==> config.mk <==
export PLATFORM = sky130hd
export DESIGN_NAME = pipelined_shifter_flat
export DESIGN_NICKNAME = d
export VERILOG_FILES = /design/src/rtl/pipelined_shifter_if.sv /design/src/rtl/pipelined_shifter.sv /design/src/flat_wrapper.sv
export SDC_FILE = /design/constraint.sdc
export NUM_CORES = 1
export LEC_CHECK = 0
export CORE_MARGIN = 2
export CORE_UTILIZATION = 48
export CTS_CLUSTER_DIAMETER = 150
export DETAILED_ROUTE_END_ITERATION = 7
export PLACE_DENSITY_LB_ADDON = 0.1
export RECOVER_POWER = 100
export SLEW_MARGIN = 5
export SYNTH_ARGS = -nofsm -noshare
export SYNTH_HDL_FRONTEND = slang
export SYNTH_SLANG_ARGS = --single-unit
==> constraint.sdc <==
create_clock -name i_clk -period 2.4 [get_ports i_clk]
set_input_delay 0.24 -clock i_clk [delete_from_list [all_inputs] [get_ports i_clk]]
set_output_delay 0.24 -clock i_clk [all_outputs]
set_load 0.02 [all_outputs]
==> src/rtl/pipelined_shifter_if.sv <==
// pipelined_shifter_if
//   Bundles the operation request (valid/ready, operand, shift amount, op,
//   tag), the flush control and the result return path (valid/ready, data,
//   tag, zero, illegal) of the pipelined barrel shifter.
//   master : the side that issues operations and consumes results
//   slave  : the shifter itself
// Parameters:
//   WIDTH  data width (power of two, >= 4)
//   TAG_W  width of the sideband tag
interface pipelined_shifter_if #(
  parameter int WIDTH = 32,
  parameter int TAG_W = 5
);
  localparam int SHW = $clog2(WIDTH);

  // request side
  logic             i_flush;
  logic             i_valid;
  logic             o_ready;
  logic [WIDTH-1:0] i_data;
  logic [SHW-1:0]   i_shamt;
  logic [2:0]       i_op;
  logic [TAG_W-1:0] i_tag;

  // result side
  logic             o_valid;
  logic             i_ready;
  logic [WIDTH-1:0] o_data;
  logic [TAG_W-1:0] o_tag;
  logic             o_zero;
  logic             o_illegal;

  modport master (
    output i_flush, i_valid, i_data, i_shamt, i_op, i_tag, i_ready,
    input  o_ready, o_valid, o_data, o_tag, o_zero, o_illegal
  );

  modport slave (
    input  i_flush, i_valid, i_data, i_shamt, i_op, i_tag, i_ready,
    output o_ready, o_valid, o_data, o_tag, o_zero, o_illegal
  );
endinterface

==> src/rtl/pipelined_shifter.sv <==
// pipelined_shifter
//   Pipelined multi-mode barrel shifter (SLL, SRL, SRA, ROL, ROR) with a
//   valid/ready handshake and a pass-through tag.  The shift network has
//   SHW = log2(WIDTH) levels; level k shifts by 2^k when shamt[k] is set.
//   A register stage follows every STAGE_GROUP levels and always follows the
//   last level, giving a latency of ceil(SHW/STAGE_GROUP) cycles.
//   The whole pipeline stalls together (bubbles are not squeezed out).
// Ports:
//   i_clk    clock, all state updates on the rising edge
//   i_rst_n  synchronous active-low reset
//   bus      pipelined_shifter_if.slave: flush, request and result signals
module pipelined_shifter #(
  parameter int WIDTH       = 32,
  parameter int STAGE_GROUP = 2,
  parameter int TAG_W       = 5
) (
  input  logic                  i_clk,
  input  logic                  i_rst_n,
  pipelined_shifter_if.slave    bus
);

  localparam int          SHW  = $clog2(WIDTH);
  localparam int          NSTG = (SHW + STAGE_GROUP - 1) / STAGE_GROUP;
  localparam int unsigned WU   = WIDTH;

  localparam logic [2:0] OP_SLL = 3'b000;
  localparam logic [2:0] OP_SRL = 3'b001;
  localparam logic [2:0] OP_SRA = 3'b010;
  localparam logic [2:0] OP_ROL = 3'b011;
  localparam logic [2:0] OP_ROR = 3'b100;

  // One shift level by amt (a power of two, 1..WIDTH/2).  Illegal ops fall
  // through to the default and leave the data untouched.  SRA fills from the
  // sign captured at the input, not from the current partial result.
  function automatic logic [WIDTH-1:0] shift_level(
    input logic [WIDTH-1:0] d,
    input int unsigned      amt,
    input logic [2:0]       op,
    input logic             sign
  );
    logic [WIDTH-1:0] fill_s;
    fill_s = {WIDTH{sign}} << (WU - amt);
    case (op)
      OP_SLL:  shift_level = d << amt;
      OP_SRL:  shift_level = d >> amt;
      OP_SRA:  shift_level = (d >> amt) | fill_s;
      OP_ROL:  shift_level = (d << amt) | (d >> (WU - amt));
      OP_ROR:  shift_level = (d >> amt) | (d << (WU - amt));
      default: shift_level = d;
    endcase
  endfunction

  // Stage registers; index NSTG-1 is the output stage.
  logic             valid_r [NSTG];
  logic [WIDTH-1:0] data_r  [NSTG];
  logic [SHW-1:0]   shamt_r [NSTG];
  logic [2:0]       op_r    [NSTG];
  logic             sign_r  [NSTG];
  logic [TAG_W-1:0] tag_r   [NSTG];
  logic             ill_r   [NSTG];

  // Inputs feeding each stage: the bus for stage 0, the previous stage after.
  logic             src_valid_s [NSTG];
  logic [WIDTH-1:0] src_data_s  [NSTG];
  logic [SHW-1:0]   src_shamt_s [NSTG];
  logic [2:0]       src_op_s    [NSTG];
  logic             src_sign_s  [NSTG];
  logic [TAG_W-1:0] src_tag_s   [NSTG];
  logic             src_ill_s   [NSTG];
  logic [WIDTH-1:0] nxt_data_s  [NSTG];

  logic advance_s;

  // The pipeline moves only when the output slot is empty or being drained.
  assign advance_s   = !valid_r[NSTG-1] || bus.i_ready;
  assign bus.o_ready = advance_s;

  for (genvar s = 0; s < NSTG; s++) begin : g_stage
    localparam int LO = s * STAGE_GROUP;
    localparam int HI = ((s + 1) * STAGE_GROUP > SHW) ? SHW : (s + 1) * STAGE_GROUP;

    logic [WIDTH-1:0] lvl_s;

    if (s == 0) begin : g_src_in
      assign src_valid_s[s] = bus.i_valid;
      assign src_data_s[s]  = bus.i_data;
      assign src_shamt_s[s] = bus.i_shamt;
      assign src_op_s[s]    = bus.i_op;
      assign src_sign_s[s]  = bus.i_data[WIDTH-1];
      assign src_tag_s[s]   = bus.i_tag;
      assign src_ill_s[s]   = (bus.i_op > OP_ROR);
    end else begin : g_src_reg
      assign src_valid_s[s] = valid_r[s-1];
      assign src_data_s[s]  = data_r[s-1];
      assign src_shamt_s[s] = shamt_r[s-1];
      assign src_op_s[s]    = op_r[s-1];
      assign src_sign_s[s]  = sign_r[s-1];
      assign src_tag_s[s]   = tag_r[s-1];
      assign src_ill_s[s]   = ill_r[s-1];
    end

    // Apply the shift levels LO..HI-1 that belong to this stage.
    always_comb begin
      lvl_s = src_data_s[s];
      for (int k = LO; k < HI; k++) begin
        if (src_shamt_s[s][k]) begin
          lvl_s = shift_level(lvl_s, 32'd1 << k, src_op_s[s], src_sign_s[s]);
        end else begin
          lvl_s = lvl_s;
        end
      end
    end

    assign nxt_data_s[s] = lvl_s;
  end

  // Stage state: reset beats flush, flush beats advance.  Payload registers
  // only load when a valid operation moves in, so bubbles never disturb
  // them and held results stay stable during backpressure.
  always_ff @(posedge i_clk) begin
    if (!i_rst_n) begin
      for (int i = 0; i < NSTG; i++) begin
        valid_r[i] <= 1'b0;
        data_r[i]  <= {WIDTH{1'b0}};
        shamt_r[i] <= {SHW{1'b0}};
        op_r[i]    <= 3'b000;
        sign_r[i]  <= 1'b0;
        tag_r[i]   <= {TAG_W{1'b0}};
        ill_r[i]   <= 1'b0;
      end
    end else begin
      for (int i = 0; i < NSTG; i++) begin
        if (bus.i_flush) begin
          valid_r[i] <= 1'b0;
        end else if (advance_s) begin
          valid_r[i] <= src_valid_s[i];
        end else begin
          valid_r[i] <= valid_r[i];
        end

        if (advance_s && src_valid_s[i]) begin
          data_r[i]  <= nxt_data_s[i];
          shamt_r[i] <= src_shamt_s[i];
          op_r[i]    <= src_op_s[i];
          sign_r[i]  <= src_sign_s[i];
          tag_r[i]   <= src_tag_s[i];
          ill_r[i]   <= src_ill_s[i];
        end
      end
    end
  end

  assign bus.o_valid   = valid_r[NSTG-1];
  assign bus.o_data    = data_r[NSTG-1];
  assign bus.o_tag     = tag_r[NSTG-1];
  assign bus.o_illegal = ill_r[NSTG-1];
  assign bus.o_zero    = (data_r[NSTG-1] == {WIDTH{1'b0}});

endmodule

==> src/flat_wrapper.sv <==
// flat-port wrapper written by rule: the top's interface ports become plain ports
module pipelined_shifter_flat 
#(
  parameter int WIDTH       = 32,
  parameter int STAGE_GROUP = 2,
  parameter int TAG_W       = 5
)
  (i_clk, i_rst_n, bus_i_flush, bus_i_valid, bus_i_data, bus_i_shamt, bus_i_op, bus_i_tag, bus_i_ready, bus_o_ready, bus_o_valid, bus_o_data, bus_o_tag, bus_o_zero, bus_o_illegal);
  pipelined_shifter_if #(.WIDTH(WIDTH), .TAG_W(TAG_W)) bus_i ();
  input  logic i_clk;
  input  logic i_rst_n;
  input wire logic [$bits(bus_i.i_flush)-1:0] bus_i_flush;
  input wire logic [$bits(bus_i.i_valid)-1:0] bus_i_valid;
  input wire logic [$bits(bus_i.i_data)-1:0] bus_i_data;
  input wire logic [$bits(bus_i.i_shamt)-1:0] bus_i_shamt;
  input wire logic [$bits(bus_i.i_op)-1:0] bus_i_op;
  input wire logic [$bits(bus_i.i_tag)-1:0] bus_i_tag;
  input wire logic [$bits(bus_i.i_ready)-1:0] bus_i_ready;
  output wire logic [$bits(bus_i.o_ready)-1:0] bus_o_ready;
  output wire logic [$bits(bus_i.o_valid)-1:0] bus_o_valid;
  output wire logic [$bits(bus_i.o_data)-1:0] bus_o_data;
  output wire logic [$bits(bus_i.o_tag)-1:0] bus_o_tag;
  output wire logic [$bits(bus_i.o_zero)-1:0] bus_o_zero;
  output wire logic [$bits(bus_i.o_illegal)-1:0] bus_o_illegal;
  assign bus_i.i_flush = bus_i_flush;
  assign bus_i.i_valid = bus_i_valid;
  assign bus_i.i_data = bus_i_data;
  assign bus_i.i_shamt = bus_i_shamt;
  assign bus_i.i_op = bus_i_op;
  assign bus_i.i_tag = bus_i_tag;
  assign bus_i.i_ready = bus_i_ready;
  assign bus_o_ready = bus_i.o_ready;
  assign bus_o_valid = bus_i.o_valid;
  assign bus_o_data = bus_i.o_data;
  assign bus_o_tag = bus_i.o_tag;
  assign bus_o_zero = bus_i.o_zero;
  assign bus_o_illegal = bus_i.o_illegal;
  pipelined_shifter #(.WIDTH(WIDTH), .STAGE_GROUP(STAGE_GROUP), .TAG_W(TAG_W)) u_core (.i_clk(i_clk), .i_rst_n(i_rst_n), .bus(bus_i));
endmodule
# Yosys cells after proc, flatten, opt, wreduce, memory -nomap -nowiden

Memories as Yosys holds them, arrays and structs flattened.
Index checks and enable logic that the tools add are counted.

RAM bits: 144
Logic and storage cells: 129
Memory bits (read-only): 0
Input port bits: 50
Output and inout port bits: 41
Memories kept: 7
Bits in latches: 0
Register bits: 0

Memory list:

| name           | depth | width | read ports | clocked after Yosys merged registers in | write ports | line                    | source |
|---|---|---|---|---|---|---|---|
| u_core.data_r  | 3     | 32    | 3          | 0                                       | 3           | pipelined_shifter.sv:55 | `logic [WIDTH-1:0] data_r [NSTG];` |
| u_core.shamt_r | 3     | 5     | 2          | 0                                       | 3           | pipelined_shifter.sv:56 | `logic [SHW-1:0] shamt_r [NSTG];` |
| u_core.tag_r   | 3     | 5     | 3          | 0                                       | 3           | pipelined_shifter.sv:59 | `logic [TAG_W-1:0] tag_r [NSTG];` |
| u_core.op_r    | 3     | 3     | 2          | 0                                       | 3           | pipelined_shifter.sv:57 | `logic [2:0] op_r [NSTG];` |
| u_core.ill_r   | 3     | 1     | 3          | 0                                       | 3           | pipelined_shifter.sv:60 | `logic ill_r [NSTG];` |
| u_core.sign_r  | 3     | 1     | 2          | 0                                       | 3           | pipelined_shifter.sv:58 | `logic sign_r [NSTG];` |
| +1 memories    | -     | -     | -          | -                                       | -           | -                       |  |

Multiplexer cells: 58
Equal/unequal tests: 12
$mul: 0
Bitwise gates (word level): 41
Reductions and logical operators: 10
Order comparisons: 1
Add/sub/neg operators: 0
Div/mod/pow operators: 0
Shift operators: 0

Operator list:

| operator                                                              | number |
|---|---|
| 32-bit one-hot mux with 5 select lines                                | 4 |
| 32-bit two-way mux                                                    | 8 |
| 32-bit one-hot mux with 4 select lines                                | 1 |
| 24-bit by 32-bit bitwise OR with 32-bit output                        | 2 |
| 28-bit by 32-bit bitwise OR with 32-bit output                        | 2 |
| 30-bit by 32-bit bitwise OR with 32-bit output                        | 2 |
| 31-bit by 32-bit bitwise OR with 32-bit output                        | 2 |
| 1-bit two-way mux                                                     | 36 |
| 32-bit logical NOT                                                    | 1 |
| 16-bit by 32-bit bitwise OR with 32-bit output                        | 1 |
| 32-bit by 1-bit bitwise OR with 32-bit output                         | 1 |
| 32-bit by 16-bit bitwise OR with 32-bit output                        | 1 |
| 32-bit by 2-bit bitwise OR with 32-bit output                         | 1 |
| 32-bit by 4-bit bitwise OR with 32-bit output                         | 1 |
| 32-bit by 8-bit bitwise OR with 32-bit output                         | 1 |
| 5-bit two-way mux                                                     | 6 |
| 1-bit bitwise OR                                                      | 27 |
| 3-bit by 2-bit equality test with 1-bit output, second input constant | 6 |
| 3-bit by 1-bit equality test with 1-bit output, second input constant | 3 |
| 3-bit equality test, second input constant                            | 3 |
| 3-bit logical NOT                                                     | 3 |
| 3-bit two-way mux                                                     | 3 |
| 3-bit > comparator, second input constant                             | 1 |
| 1-bit logical AND                                                     | 3 |
| other kinds (3)                                                       | 3 |

# Longest topological paths before layout

Gate-level depths: netlist of the first run.
An unclocked memory read counts as a cell.

Depth after elaboration: 9
Depth in mapped cells: 8
Mapped depth without buffers: 5

# Worst setup path before layout of the first run

No wires, ideal clock.

Path kind: register to register
Start point: memory u_core.valid_r[2]
End point: memory u_core.data_r[0][0], enable pin
Slack: -0.048 ns
Period minus slack after synthesis: 2.448 ns
Arrival: 2.044 ns
Data required time: 1.996 ns
Path buffers: 1
Library setup time: 0.404 ns
Stages on the path, launching flop included: 5
Path through: edfxtp_1 nand2b_1 clkbuf_1 nand2_1 nand2_1

RTL lines:

| what            | line                    | source |
|---|---|---|
| start, declared | pipelined_shifter.sv:54 | `logic valid_r [NSTG];` |
| end, declared   | pipelined_shifter.sv:55 |  |

==> results of run 1 <==
[worst paths after layout]
check	end	slack, ns	startpoint
max	u_core.data_r[0][45]	0.10	u_core.op_r[0][0]
min	u_core.tag_r[0][1]	0.46	bus_i_tag[1]
max reg2reg	u_core.data_r[0][45]	0.10	u_core.op_r[0][0]
min reg2reg	u_core.ill_r[0][1]	0.52	u_core.ill_r[0][0]
[layout by cell type (no fill, tap or decap), types with 12 or more instances in the layout]
master,Yosys,layout
mux2i_1,36,36
inv_1,13,13
nor2b_1,13,13
o22ai_1,36,36
and2_0,0,12
buf_4,34,89
a211oi_1,31,30
clkdlybuf4s50_1,0,46
edfxtp_1,129,129
a221oi_1,49,49
clkbuf_16,0,17
nand2_1,90,86
mux2_2,17,17
dlygate4sd3_1,0,43
o21ai_0,84,86
nand3_1,26,26
a22oi_1,16,16
nor2_1,84,84
a31oi_1,13,13
a21oi_1,74,74
and2_1,36,24
nand2b_1,30,30
[stage by stage]
step / hold slack [ns] / utilization (%) / total power [mW]
floorplan: 0.438 / - / 3.91
global placement: 0.502 / 57.1 / 4.58
detailed placement: 0.503 / 57.1 / 4.60
CTS: 0.453 / 60.4 / 7.24
global route: 0.454 / 59.9 / 7.47
finish: 0.464 / 59.9 / 7.19
[flip-flops by register name, indices dropped and copies added, names as in the netlist]
register        cells
u_core.data_r      96
u_core.tag_r       15
u_core.op_r         6
u_core.shamt_r      4
u_core.ill_r        3
u_core.valid_r      3
u_core.sign_r       2
[critical path: cells and delay by family (launching register included)]
kind | cells | cell delay [ns]
xor+xnor | 1 | 0.18
simple gates | 1 | 0.12
compound gates | 2 | 0.42
buf+inv | 3 | 0.65
mux | 1 | 0.23
flops | 1 | 0.42
[report_power, final]
| part | leakage [nW] | internal (mW) | switching (mW) | total, mW |
|---|---|---|---|---|
| combinational | 2.59 | 0.706 | 0.980 | 1.69 |
| clock | 0.288 | 1.65 | 0.994 | 2.64 |
| sequential | 1.37 | 2.70 | 0.157 | 2.86 |
| total | 4.26 | 5.05 | 2.13 | 7.19 |
[kinds of logic after synthesis]
kind of cell | Yosys count
buffers and inverters | 136
AND/OR/NAND/NOR | 325
XOR/XNOR | 5
multiplexers | 53
AO/OA/AOI/OAI | 348
flip-flops | 129
adder cells (fa/ha/maj) | 1
[final cells by class]
cell class                 count  area, um^2
clock buffer                  18         429
clock inverter                14         179
multi-input combinational    732        4560
sequential                   129        3870
timing repair buffer         206        1820
tap                          234         293
inverter                      14        52.6
fill                        1629        7500
[layer usage]
| metal | wire [um] | vias to the layer above | share of wire, % | track usage [%] |
|---|---|---|---|---|
| met1 | 11100 | 3955 | 42 | 33.3 |
| met3 | 1250 | 70 | 4.7 | 4.56 |
| met2 | 13100 | 343 | 49 | 46.3 |
| li1 | - | 3980 | - | - |
| met4 | 1000 | 0 | 3.8 | 11.9 |
| met5 | 0 | - | 0 | 0 |
==> flow_metrics.tcl, run 1 <==
set metrics [dict create \
    hold_class "primary input to flop" \
    synth_mux_area_share_pct 6.04 \
    syn_area_um2 9130 \
    drv_cap 0 \
    grt_max_degree 46 \
    core_area_um2 18700 \
    synth_cell_types 68 \
    worstPathArrival_ns 2.46 \
    place_congestion 0.940 \
    die-height_um 142 \
    num-nets-final 1150 \
    cp_slowest_cell "edfxtp_1" \
    antenna_found_initial 0 \
    required_ns 2.56 \
    synthesis.nets 1047 \
    grt_setup_unrepaired "false" \
    ys.flop_type "edfxtp_1" \
    ctsHoldBuffers 0 \
    synth.most_common_cell "edfxtp_1" \
    final_cells 1347 \
    synth_area_per_cell_um2 9.16 \
    tritoncts "yes" \
    yosysTopAreaCell "edfxtp_1" \
    rr_worst_depth 8 \
    root_buffer "clkbuf_16" \
    p_leak_nw 4.26 \
    rows 50 \
    fp.dieW_um 142 \
    fmax_mhz 436 \
    dp_slack_ns -0.152 \
    clk_pin_slew_ns 0.06 \
    clock_skew_ns 0.00901 \
    worst_pin_slew_ns 1.13 \
    drt-pass1-iter-count 6 \
    synth_seq_cells 129 \
    grt_overflow 0 \
    grt_first_pass_wirelength_um 42100 \
    fin_area_um2 11200 \
    drt_iter0_drc 684 \
    status "finished clean" \
    synth_compound_area_share_pct 25.1 \
    synth_common_cells "129 x edfxtp_1, 90 x nand2_1, 84 x nor2_1, 84 x o21ai_0, 74 x a21oi_1" \
    yosysSeqAreaShare_pct 42.4 \
    vias 8348 \
    dieArea_um2 20100 \
    grt_pass1_vias 7779 \
    cts_made_buffers 17 \
    areaGrowthSynthToFinish_pct 22.7 \
    yosys.area_share.xor_xnor_pct 0.973 \
    num_antenna_cells 0 \
    dp_hpwl_um 19900 \
    synth-edff-count 129 \
    clock_sinks 129 \
    drt.antenna.violating_nets 0 \
    max_stage_delay_ns 0.42 \
    avgViaCountPerCell 6.20 \
    power.density_nw_per_um2 641 \
    yosysWarnings 0 \
    whs_path_depth 2 \
    htreeDepth 4 \
    initial_core_util_pct 48.8 \
    final_max_slew_viol_count 0 \
    port_buffers 90 \
    ir_drop_v 0.000459 \
    wl_per_cell_um 19.6 \
    post_cts.repair.setup_buffers 0 \
    relSlewSlack_pct 24.9 \
    synthTopCellsByArea "edfxtp_1 42%, a221oi_1 4.7%, o21ai_0 4.6%" \
    synthAdderAreaFrac_pct 0.110 \
    fin_crit_sh_pct 95.7 \
    period_needed_ns 2.30 \
    ios 91 \
    synth_cells 997 \
    layout-drive-gt1-share_pct 16.1 \
    critPathKind "flop to flop" \
    fin_setup_tns_ns 0 \
    setup_ws_ns 0.104 \
    crit_path_end_kind "flop" \
    track_usage_pct 26.9 \
    synthSimpleGateAreaFrac_pct 17.5 \
    synth_top_family_by_area "compound AO/OA/AOI/OAI gates" \
    place_inst 1315 \
    synth_top_area_share_pct 42.4 \
    clock_latency_ns 0.43 \
    cts.repair.resized 3 \
    drc 0 \
    setup_viol 0 \
    placed_cell_area_um2 10700 \
    clock_path_buffers 2 \
    path_cells "buf_12, xnor2_4, clkbuf_2, mux2i_1, a221oi_1, clkbuf_2, a221oi_1, nor2_1" \
    wl_um 26500 \
    async_flop_share_pct 0 \
    crit_path_start_kind "flop" \
    hold_viol 0 \
    path_max_fanout 26 \
]
(Power assumes the default switching activity.)
==> inputs of run 2 (changes only) <==
- SLEW_MARGIN: 5 -> 10
==> results of run 2 <==
Final layout, timing and power as in run 1 (identical DEF).
==> inputs of run 3 (changes only) <==
- CORE_MARGIN: 2 -> 3
==> flow_metrics.tcl, run 3 (same netlist as run 1, synthesis figures left out) <==
set metrics [dict create \
    grt_max_degree 54 \
    dp_hpwl_um 20200 \
    core_area_um2 18300 \
    grt_pass1_vias 7720 \
    num_antenna_cells 0 \
    num-nets-final 1144 \
    initial_core_util_pct 49.8 \
    vias 8385 \
    use_met1_pct 32.3 \
    grt_first_pass_wirelength_um 41700 \
    ios 91 \
    path_max_fanout 2 \
    rows 49 \
    crit_path_start "u_core.data_r[0][65]" \
    final_max_slew_viol_count 0 \
    fin_crit_sh_pct 95.7 \
    wl_um 26800 \
    top_regs "u_core.data_r x96, u_core.tag_r x15, u_core.op_r x6" \
    clock_latency_ns 0.42 \
    root_buffer "clkbuf_16" \
    track_usage_pct 25.8 \
    worst_pin_slew_ns 1.11 \
    drt.antenna.violating_nets 0 \
    critPathKind "flop to primary output" \
    grt_overflow 0 \
    setup_viol 0 \
    largest_register "u_core.data_r" \
    required_ns 2.16 \
    grt-busiest-layer "met2" \
    drc 0 \
    drt_iter0_drc 918 \
    drv_cap 0 \
    hold_ws_ns 0.479 \
    worstHoldStart "bus_i_tag[1]" \
    crit_path_start_kind "flop" \
    avgViaCountPerCell 6.28 \
    layout-drive-gt1-share_pct 15.7 \
    status "finished clean" \
    final_common_cell "edfxtp_1" \
    areaGrowthSynthToFinish_pct 22.1 \
    tritoncts "yes" \
    largest_register_ffs 96 \
    fp.dieW_um 144 \
    power.density_nw_per_um2 635 \
    htreeDepth 4 \
    crit_path_end_kind "primary output" \
    grt_use_met2_pct 43.9 \
    clock_sinks 129 \
    fmax_mhz 435 \
    antenna_found_initial 0 \
    clock_path_buffers 2 \
    clk_pin_slew_ns 0.06 \
    hold_class "primary input to flop" \
    port_buffers 90 \
    power_mw 7.09 \
    clock_skew_ns 0.0117 \
    place_congestion 0.962 \
    worstPathArrival_ns 2.06 \
    use_met3_pct 4.59 \
    relSlewSlack_pct 25.7 \
    die-height_um 144 \
    hold_viol 0 \
    reg2reg_from "u_core.valid_r[0]" \
    drt-pass1-iter-count 6 \
    wl_per_cell_um 20.0 \
    p_leak_nw 4.21 \
    final_core_util_pct 60.8 \
    cts_made_buffers 17 \
    period_needed_ns 2.30 \
    layout_common_cells "129 x edfxtp_1, 88 x nand2_1, 88 x buf_4" \
    ir_drop_v 0.000472 \
    dieArea_um2 20700 \
]
run 3: cell types whose count changed in the layout (fill, tap and decap cells not counted), sizes merged:
cell and delta:
dlygate4sd2 -1, clkinv +3, dlygate4sd3 -1, inv -2
clkdlybuf4s50 +2, clkinvlp +1, bufinv -1, clkbuf -7
run 3: path summary, 6_finish.rpt:
path	end	cells after the start	slack, ns
setup reg to reg	u_core.data_r[0][73]	4	0.12
setup / recovery	bus_o_zero	4	0.10
hold reg to reg	u_core.tag_r[0][5]	1	0.51
hold / removal	u_core.tag_r[0][1]	2	0.48
run 3: what timing repair did:
| action | 4_1_cts | 5_1_grt |
|---|---|---|
| setup endpoints to repair | 1 | 8 |
| gates resized for setup | 2 | 4 |
| hold buffers | 0 | 0 |
| setup buffers | 0 | 0 |
run 3: critical path, stage by stage (launching register included):
cell and delay [ns]:
edfxtp_1 0.40, nor4_2 0.37, nand4_1 0.14, nor2_1 0.12, clkdlybuf4s50_1 0.61
run 3: layout make-up:
cell class / instances / area, um^2
tap: 229 / 287
timing repair buffer: 200 / 1780
clock buffer: 17 / 425
clock inverter: 15 / 161
fill: 1616 / 7180
sequential: 129 / 3870
inverter: 14 / 52.6
multi-input combinational: 732 / 4570
run 3: per-layer routing:
layer,vias to the layer above,routed length [um]
met5,-,0
met4,0,785
met3,70,1780
met2,427,13300
met1,3913,10900
li1,3975,-
run 3: report_power, final:
part	switching [mW]	internal, mW
logic	0.988	0.719
clock network	0.986	1.54
registers	0.154	2.70
run 3: stage by stage:
| stage | setup slack, ns | TNS [ns] | cell area (um^2) | cells |
|---|---|---|---|---|
| after global placement | -0.0707 | -0.254 | 10600 | 1304 |
| final | 0.103 | 0 | 11200 | 1336 |
| after CTS | 0.00181 | 0 | 11200 | 1336 |
| after detailed placement | -0.126 | -0.687 | 10600 | 1304 |
| after floorplan | 0.105 | 0 | 9140 | 997 |
| after global routing | -0.00591 | -0.00591 | 11200 | 1336 |
